### src/rtl/hilo_muldiv_if.sv
// Handshake and operand/result bundle between the EX-stage issue logic and
// the HI/LO multiply/divide unit.
interface hilo_muldiv_if #(
   parameter int size = 32
);
   logic            start_i;
   logic [1:0]      op_i;
   logic [size-1:0] src1_i;
   logic [size-1:0] src2_i;
   logic            busy_o;
   logic            done_o;
   logic [size-1:0] hi_o;
   logic [size-1:0] lo_o;

   modport master (
      output start_i, op_i, src1_i, src2_i,
      input  busy_o, done_o, hi_o, lo_o
   );

   modport slave (
      input  start_i, op_i, src1_i, src2_i,
      output busy_o, done_o, hi_o, lo_o
   );
endinterface

### src/rtl/hilo_muldiv.sv
// Iterative multiply/divide unit with HI/LO result registers.
// One shift-add (multiply) or restoring shift-subtract (divide) step per
// clock; results land in hi_o/lo_o on the final step together with a
// one-cycle done_o pulse.
// Build option: define HILO_MULDIV_DIV_EN to compile in the divider.
// Without it, DIV/DIVU requests are ignored and only MULT/MULTU exist.
module hilo_muldiv #(
   parameter int size = 32
) (
   input  logic          clk_i,
   input  logic          rst_i,
   hilo_muldiv_if.slave  bus
);

   localparam int CW = $clog2(size + 1);
   localparam logic [CW-1:0] CNT_INIT = CW'(size);
   localparam logic [CW-1:0] CNT_ONE  = CW'(1);

   typedef enum logic [1:0] {IDLE, RUN, DONE} state_t;

   state_t          state;
   logic [CW-1:0]   cnt;
   logic            busy_q;
   logic            done_q;
   logic [size-1:0] hi_q;
   logic [size-1:0] lo_q;
   logic            neg_res;   // operand signs differ
   logic [size:0]   acc_hi;    // product upper half / partial remainder
   logic [size-1:0] acc_lo;    // product lower half / dividend-quotient
   logic [size-1:0] opnd;      // multiplicand / divisor magnitude
`ifdef HILO_MULDIV_DIV_EN
   logic            is_div;
   logic            neg_rem;   // dividend was negative
   logic            div0;
   logic [size:0]   div_trial;
   logic            div_ge;
`endif

   logic            accept;
   logic            signed_op;
   logic            a_neg;
   logic            b_neg;
   logic [size-1:0] a_mag;
   logic [size-1:0] b_mag;
   logic [size:0]     mul_sum;
   logic [2*size-1:0] mul_prod;
   logic [2*size-1:0] mul_fix;
   logic [size:0]     step_hi;
   logic [size-1:0]   step_lo;
   logic [size-1:0]   fin_hi;
   logic [size-1:0]   fin_lo;

   function automatic logic [size-1:0] cond_neg(input logic [size-1:0] v, input logic n);
      return n ? -v : v;
   endfunction

   function automatic logic [2*size-1:0] cond_neg_wide(input logic [2*size-1:0] v, input logic n);
      return n ? -v : v;
   endfunction

   assign bus.busy_o = busy_q;
   assign bus.done_o = done_q;
   assign bus.hi_o   = hi_q;
   assign bus.lo_o   = lo_q;

   // Requests are taken only outside RUN; divide requests need the divider.
`ifdef HILO_MULDIV_DIV_EN
   assign accept = bus.start_i && (state != RUN);
`else
   assign accept = bus.start_i && (state != RUN) && !bus.op_i[1];
`endif

   // Operand magnitudes and signs captured at accept time.
   always_comb begin
      signed_op = ~bus.op_i[0];
      a_neg     = signed_op & bus.src1_i[size-1];
      b_neg     = signed_op & bus.src2_i[size-1];
      a_mag     = cond_neg(bus.src1_i, a_neg);
      b_mag     = cond_neg(bus.src2_i, b_neg);
   end

   // One iteration step plus the sign-fixed result used on the final step.
   always_comb begin
      mul_sum  = acc_hi + (acc_lo[0] ? {1'b0, opnd} : '0);
      mul_prod = {mul_sum, acc_lo[size-1:1]};
      step_hi  = {1'b0, mul_prod[2*size-1:size]};
      step_lo  = mul_prod[size-1:0];
      mul_fix  = cond_neg_wide(mul_prod, neg_res);
      fin_hi   = mul_fix[2*size-1:size];
      fin_lo   = mul_fix[size-1:0];
`ifdef HILO_MULDIV_DIV_EN
      div_trial = {acc_hi[size-1:0], acc_lo[size-1]};
      div_ge    = div_trial >= {1'b0, opnd};
      if (is_div) begin
         step_hi = div_ge ? div_trial - {1'b0, opnd} : div_trial;
         step_lo = {acc_lo[size-2:0], div_ge};
         // Divide by zero naturally leaves |dividend| as remainder; after the
         // dividend-sign fixup that is the raw src1 bits.
         fin_lo  = div0 ? '1 : cond_neg(step_lo, neg_res);
         fin_hi  = cond_neg(step_hi[size-1:0], neg_rem);
      end
`endif
   end

   // Control FSM, iteration datapath and HI/LO result registers.
   always_ff @(posedge clk_i) begin
      if (rst_i) begin
         state   <= IDLE;
         cnt     <= '0;
         busy_q  <= 1'b0;
         done_q  <= 1'b0;
         hi_q    <= '0;
         lo_q    <= '0;
         neg_res <= 1'b0;
         acc_hi  <= '0;
         acc_lo  <= '0;
         opnd    <= '0;
`ifdef HILO_MULDIV_DIV_EN
         is_div  <= 1'b0;
         neg_rem <= 1'b0;
         div0    <= 1'b0;
`endif
      end else begin
         case (state)
            IDLE, DONE: begin
               done_q <= 1'b0;
               if (accept) begin
                  state   <= RUN;
                  busy_q  <= 1'b1;
                  cnt     <= CNT_INIT;
                  neg_res <= a_neg ^ b_neg;
                  acc_hi  <= '0;
                  acc_lo  <= b_mag;
                  opnd    <= a_mag;
`ifdef HILO_MULDIV_DIV_EN
                  is_div  <= bus.op_i[1];
                  neg_rem <= a_neg;
                  div0    <= (bus.src2_i == '0);
                  if (bus.op_i[1]) begin
                     acc_lo <= a_mag;
                     opnd   <= b_mag;
                  end
`endif
               end else begin
                  state <= IDLE;
               end
            end
            RUN: begin
               acc_hi <= step_hi;
               acc_lo <= step_lo;
               cnt    <= cnt - CNT_ONE;
               if (cnt == CNT_ONE) begin
                  state  <= DONE;
                  busy_q <= 1'b0;
                  done_q <= 1'b1;
                  hi_q   <= fin_hi;
                  lo_q   <= fin_lo;
               end
            end
            default: state <= IDLE;
         endcase
      end
   end

endmodule

### src/flat_wrapper.sv
// flat-port wrapper written by rule: the top's interface ports become plain ports
module hilo_muldiv_flat 
#(
   parameter int size = 32
)
  (clk_i, rst_i, bus_start_i, bus_op_i, bus_src1_i, bus_src2_i, bus_busy_o, bus_done_o, bus_hi_o, bus_lo_o);
  hilo_muldiv_if #(.size(size)) bus_i ();
  input  logic clk_i;
  input  logic rst_i;
  input wire logic [$bits(bus_i.start_i)-1:0] bus_start_i;
  input wire logic [$bits(bus_i.op_i)-1:0] bus_op_i;
  input wire logic [$bits(bus_i.src1_i)-1:0] bus_src1_i;
  input wire logic [$bits(bus_i.src2_i)-1:0] bus_src2_i;
  output wire logic [$bits(bus_i.busy_o)-1:0] bus_busy_o;
  output wire logic [$bits(bus_i.done_o)-1:0] bus_done_o;
  output wire logic [$bits(bus_i.hi_o)-1:0] bus_hi_o;
  output wire logic [$bits(bus_i.lo_o)-1:0] bus_lo_o;
  assign bus_i.start_i = bus_start_i;
  assign bus_i.op_i = bus_op_i;
  assign bus_i.src1_i = bus_src1_i;
  assign bus_i.src2_i = bus_src2_i;
  assign bus_busy_o = bus_i.busy_o;
  assign bus_done_o = bus_i.done_o;
  assign bus_hi_o = bus_i.hi_o;
  assign bus_lo_o = bus_i.lo_o;
  hilo_muldiv #(.size(size)) u_core (.clk_i(clk_i), .rst_i(rst_i), .bus(bus_i));
endmodule
### config.mk
export PLATFORM = sky130hd
export DESIGN_NAME = hilo_muldiv_flat
export DESIGN_NICKNAME = d
export VERILOG_FILES = /design/src/rtl/hilo_muldiv_if.sv /design/src/rtl/hilo_muldiv.sv /design/src/flat_wrapper.sv
export SDC_FILE = /design/constraint.sdc
export NUM_CORES = 1
export LEC_CHECK = 0
export ABC_AREA = 1
export BUFFER_PORTS_ARGS = -buffer_cell sky130_fd_sc_hd__buf_2
export CAP_MARGIN = 20
export CORE_UTILIZATION = 50
export DETAILED_ROUTE_END_ITERATION = 8
export PLACE_DENSITY = 0.65
export SLEW_MARGIN = 20
export SYNTH_ARGS = -nofsm -noshare
export SYNTH_HDL_FRONTEND = slang
export SYNTH_SLANG_ARGS = --single-unit
export TNS_END_PERCENT = 20
### constraint.sdc
create_clock -name clk_i -period 8.1 [get_ports clk_i]
set_input_delay 0.81 -clock clk_i [delete_from_list [all_inputs] [get_ports clk_i]]
set_output_delay 0.81 -clock clk_i [all_outputs]
set_load 0.02 [all_outputs]
==> Word level (Yosys, flattened, before mapping) <==
Index checks and enable logic that the tools add are counted.
{ "classes": {"eq_ne": 6, "bitwise_logic": 4, "add_sub_neg": 5, "n_reduce_logical": 11, "muxes": 18} }
{ "ops": {"columns": ["cell", "count"], "rows": [
  ["2-to-1 mux 32 bit", 4],
  ["case mux 33 bit (2 select lines)", 1],
  ["2-to-1 mux 64 bit", 1],
  ["negator 32 bit", 2],
  ["negator 64 bit", 1],
  ["case mux 32 bit (2 select lines)", 1],
  ["adder 33 bit", 1],
  ["2-to-1 mux 33 bit", 1],
  ["case mux 6 bit (2 select lines)", 1],
  ["AND reduction 2 bit", 4],
  ["equality test 6 x 1 -> 1 bit, second input constant", 1],
  ["2-to-1 mux 6 bit", 1],
  ["!= test 2 x 1 -> 1 bit, second input constant", 3],
  ["subtractor 6 x 1 -> 6 bit, second input constant", 1],
  ["2-to-1 mux 1 bit", 4],
  ["case mux 1 bit (2 select lines)", 2],
  ["case mux 2 bit (2 select lines)", 1],
  ["AND reduction 3 bit", 1],
  ["AND 1 bit", 2],
  ["equality test 2 x 1 -> 1 bit, second input constant", 1],
  ["equality test 2 bit, second input constant", 1],
  ["logical AND 1 bit", 2],
  ["zero test 2 bit", 1],
  ["2-to-1 mux 2 bit", 1],
  ["other kinds (5)", 5]
]} }
{ "totals": {"elab_cells": 54, "regBits": 172, "output_inout_bits": 66, "inputBits": 69} }

==> Depth between registers and ports, before layout <==
{ "depth": {"ltp_word": 5, "mapped_depth": 26, "mapped_depth_nobuf": 24} }

==> Least setup slack after synthesis <==
No wires, ideal clock.
{ "synth_timing": {"kind": "flip-flop to flip-flop", "from": "register u_core.acc_lo[0]", "to": "register u_core.hi_q[19], in the netlist u_core.bus.hi_o[19]", "arrival_ps": 2715, "path_buffers": 2, "stages_incl_launch_ff": 21, "setup_ps": 109, "period_less_slack_ps": 2824, "t_required_ps": 7991, "setup_slack_ps": 5276, "cell_sequence": "dfxtp_1 -> clkbuf_1 -> clkbuf_1 -> nand2_1 -> inv_1 -> ha_1 -> fa_1 -> nand3_1 -> nand3_1 -> nand2_1 -> nand2_2 -> xor2_1 -> nor2_1 -> nand2_1 -> nor2_2 -> nand2_2 -> o21ai_4 -> xor2_1 -> nand2_1 -> nand2_1 -> inv_1"} }
{ "synth_via": {"elab_chain_cells": 4} }
{ "synth_lines": {"columns": ["item", "line", "rtl"], "rows": [
  ["start, declared", "hilo_muldiv.sv:29", "logic [size-1:0] acc_lo;"],
  ["start signal, assigned", "hilo_muldiv.sv:133", "acc_lo <= b_mag;"],
  ["start signal, assigned", "hilo_muldiv.sv:150", "acc_lo <= step_lo;"],
  ["2-to-1 mux 32 bit *", "hilo_muldiv.sv:84", "mul_sum = acc_hi + (acc_lo[0] ? {1'b0, opnd} : '0);"],
  ["adder 33 bit *", "hilo_muldiv.sv:84", null],
  ["negator 64 bit", "hilo_muldiv.sv:58", "return n ? -v : v;"],
  ["2-to-1 mux 64 bit *", "hilo_muldiv.sv:58", null],
  ["end signal, assigned", "hilo_muldiv.sv:156", "hi_q <= fin_hi;"],
  ["end, declared", "hilo_muldiv.sv:25", "logic [size-1:0] hi_q;"]
]} }
Mark *: on every way between the ends. The rest lies on a longest branch, timed or not.
A chain may end at the register's enable or synchronous reset.

==> Worst setup path after layout <==
{ "layout_timing": {"from": "register u_core.acc_lo[0]", "to": "register u_core.hi_q[30], in the netlist u_core.bus.hi_o[30]"} }
The elaborated chain is that of the path after synthesis.

==> impl_metrics.ini <==
[clocking]
cts_setup_buffers = 0
clock-sinks = 171
clock_path_buffers = 2
clkLatencyLatePin_ns = 0.44
cts_root_buf = clkbuf_16
postCtsHoldBufs = 0
htree_num_levels = 4
cts_buffers = 17
clkTransAtPathRegs_ns = 0.07
post_cts_resize_count = 0
cts_tree = built

[timing]
finClkSkew_ns = 0.01568
setup_viol = 0
finalCriticalPeriod_ns = 3.801
fmax_ghz = 0.2631
rsz0062_at_grt = false
fin_tns_setup_ns = 0
tightest_slew_ns = 1.040
hold_viol_final = 0
slew-limit-headroom = 0.3059
min_period_over_period = 0.4692
holdWs_ns = 0.4554
finalMaxSlewViolations = 0

[power]
powerDensity_mw_per_mm2 = 143.5
seqPwrFrac = 0.441
p_sw_frac = 0.3241
p_comb_frac = 0.181
ir_drop_mv = 0.1311
clockPowerShare = 0.377
p_sw_mw = 0.6659
intPower_mw = 1.389
p_leak_nw = 7.524

[detailed_routing]
routed_via_density = 5.289
drc = 0
routed_wl_um = 41730
drt_iter0_markers = 1218
vias = 13830
first_pass_iters = 7
ant_nets = 0
routedWlPerCell_um = 15.96

[grt]
grt_pass1_wl_um = 65650
grt.overflow.total = 0
grt_usage = 0.3178
antenna_found_initial = 0
grt_max_degree = 120
grt_pass1_vias = 12330

[worst_setup_path]
critPathCaptureType = flop
startpoint_type = flop
r2r_slack_ns = 4.30
worst-setup-path-type = reg2reg
r2r_start = u_core.acc_lo[0]$_SDFFE_PP0P_
cpMaxStageDelayCell = dfxtp_1
worstRegToRegCells = 20
regToRegEndpoint = u_core.bus.hi_o[30]$_SDFFE_PP0P_
critical-path-max-stage-delay_ns = 1.01
critical_path_arrival_ns = 4.14
crit_fanout = 33
crit_top_cell = nand2_1
crit_required_ns = 8.44
crit_chain = nand2_1 -> inv_1 -> ha_1 -> fa_1 -> nand3_1 -> nand3_1 -> nand2_1 -> nand2_2 -> xnor2_1 -> nand2_1 -> inv_1 -> nand2_1 -> nor3_1 -> nand2_1 -> nand2_2 -> nand2_1 -> nand2_1 -> nand3_1 -> nand2_1 -> inv_1

[floorplanning]
start_util = 0.5108
die_area_mm2 = 0.02644
core_area_mm2 = 0.02525
fp.dieH_um = 162.6
fp-row-count = 58
die_width_um = 162.6
ios = 135

[synth]
syn-instance-count = 2182
synth-seq-area-share = 0.2654
synth_area_mm2 = 0.01290
synth_flop_cell = dfxtp_1
synth_edf_count = 0
ys_warn_count = 0
ys_ff_latch = 171
synthTopCellsByArea = dfxtp_1 (27%), nand2_1 (19%), inv_1 (9.5%), nor2_1 (6.4%), nand3_1 (4.7%)
yosysTopAreaCellShare = 0.2654
synth_nets = 2289
syn_avg_cell_area_um2 = 5.911
async_reset_ff_frac = 0
yosysUniqueCellTypes = 50
yosys.area.top_type = dfxtp_1

[placement]
dpl_cell_area_mm2 = 0.01379
dpl.hpwl_um = 31860
io_buffers = 134
globalplace.congestion = 0.9722

[min_path]
hp-start = u_core.bus.done_o$_SDFFE_PP0P_
min_to = u_core.bus.done_o$_SDFFE_PP0P_
holdPathStages = 2
hold_path.class = reg2reg

[outcome]
status = completed

[finish]
drive_gt1_frac = 0.1318
antenna_cells = 0
fin_area_mm2 = 0.01432
final_core_util = 0.5670
nNetsFinal = 2379
syn_to_final_growth_pct = 11.01

[flow_run]
drv_cap = 0
[how the worst max path moves through the flow]
| stage | endpoint | cells past startpoint | from | slack [ns] |
|---|---|---|---|---|
| after detailed placement | u_core.bus.hi_o[30]$_SDFFE_PP0P_ | 20 | u_core.acc_lo[0]$_SDFFE_PP0P_ | 4.34 |
| after CTS | u_core.bus.hi_o[30]$_SDFFE_PP0P_ | 20 | u_core.acc_lo[0]$_SDFFE_PP0P_ | 4.32 |
| after global routing | u_core.bus.hi_o[30]$_SDFFE_PP0P_ | 20 | u_core.acc_lo[0]$_SDFFE_PP0P_ | 4.02 |
| after floorplan | u_core.bus.hi_o[19]$_SDFFE_PP0P_ | 20 | u_core.acc_lo[0]$_SDFFE_PP0P_ | 5.28 |
| after global placement | u_core.bus.hi_o[30]$_SDFFE_PP0P_ | 20 | u_core.acc_lo[0]$_SDFFE_PP0P_ | 4.42 |
| final | u_core.bus.hi_o[30]$_SDFFE_PP0P_ | 20 | u_core.acc_lo[0]$_SDFFE_PP0P_ | 4.30 |
[layout make-up]
cell class | instances | area (um^2)
Timing Repair Buffer | 144 | 749.5
Inverter | 348 | 1306
Clock inverter | 11 | 88.84
Fill cell | 2676 | 10940
Clock buffer | 20 | 436.7
Sequential cell | 171 | 3425
Multi-Input combinational cell | 1590 | 7900
Tap cell | 330 | 412.9
[cells in the final DEF, fill, tap and decap left out, drive strengths merged, types with 18 or more instances in the layout]
master,instances
a21oi,121
a31oi,37
buf,144
clkbuf,20
dfxtp,171
ha,37
inv,349
nand2,706
nand3,131
nand4,28
nor2,253
nor3,24
o211ai,18
o21ai,110
o221ai,18
xor2,38
[state kept, by name, summed over array words and instances (netlist names)]
register           cells
u_core.bus.lo_o       32
u_core.state           2
u_core.opnd           32
u_core.acc_hi         32
u_core.cnt             6
u_core.bus.busy_o      1
u_core.neg_res         1
u_core.bus.hi_o       32
u_core.bus.done_o      1
u_core.acc_lo         32
[synth_stat cells (7+ instances only)]
library cell / instances
ha_1: 37
buf_1: 11
nand3_1: 121
inv_1: 327
nor2_2: 27
nand3_2: 10
o221ai_1: 18
a31oi_1: 37
dfxtp_1: 171
a21oi_1: 120
nand2_1: 661
nand4_1: 27
or2_2: 8
clkbuf_1: 55
nand2_2: 45
nor2_4: 7
o211ai_1: 18
xnor2_1: 12
nand3b_1: 9
nor2_1: 219
inv_2: 17
nor4_1: 8
o21ai_0: 103
nor3_1: 19
xor2_1: 38
[routing by layer]
layer / vias up / global-route usage / share of wire
li1: 7096 / - / -
met1: 6233 / 0.4523 / 0.49
met2: 427 / 0.4899 / 0.43
met3: 70 / 0.03107 / 0.048
met4: 0 / 0.1274 / 0.037
met5: - / 0 / 0
[critical path, delay by kind of cell (launching register included)]
kind	cells	cell delay [ns]
simple gates	14	1.66
fa+ha+maj	2	0.61
xor+xnor	1	0.22
buf+inv	3	0.22
flops	1	1.01
[through the flow]
step | total power [mW] | std cells | setup slack [ns]
2_1_floorplan | 1.173 | 2182 | 5.276
3_3_place_gp | 1.289 | 2583 | 4.423
3_5_place_dp | 1.292 | 2583 | 4.339
4_1_cts | 2.064 | 2614 | 4.320
5_1_grt | 2.145 | 2614 | 4.016
6_report | 2.054 | 2614 | 4.299
[power groups by stage]
stage / sequential [mW] / combinational [mW] / clock, mW
3_5_place_dp: 0.924 / 0.368 / 0
6_report: 0.906 / 0.373 / 0.775
5_1_grt: 0.910 / 0.415 / 0.820
4_1_cts: 0.905 / 0.369 / 0.789
2_1_floorplan: 0.919 / 0.254 / 0
3_3_place_gp: 0.924 / 0.364 / 0
[kinds of logic (layout without fill, tap and decap cells)]
kind of cell               Yosys count  count (layout)  synth area share
buffers and inverters              421             523            0.1237
and+or+nand+nor                   1173            1173            0.3932
DFF                                171             171            0.2654
AOI/OAI and AO/OA                  329             329            0.1464
xor gates and xnor gates            50              50           0.03395
adders and majority gates           38              38           0.03744
Note: power is estimated with default switching activity, not from simulation.
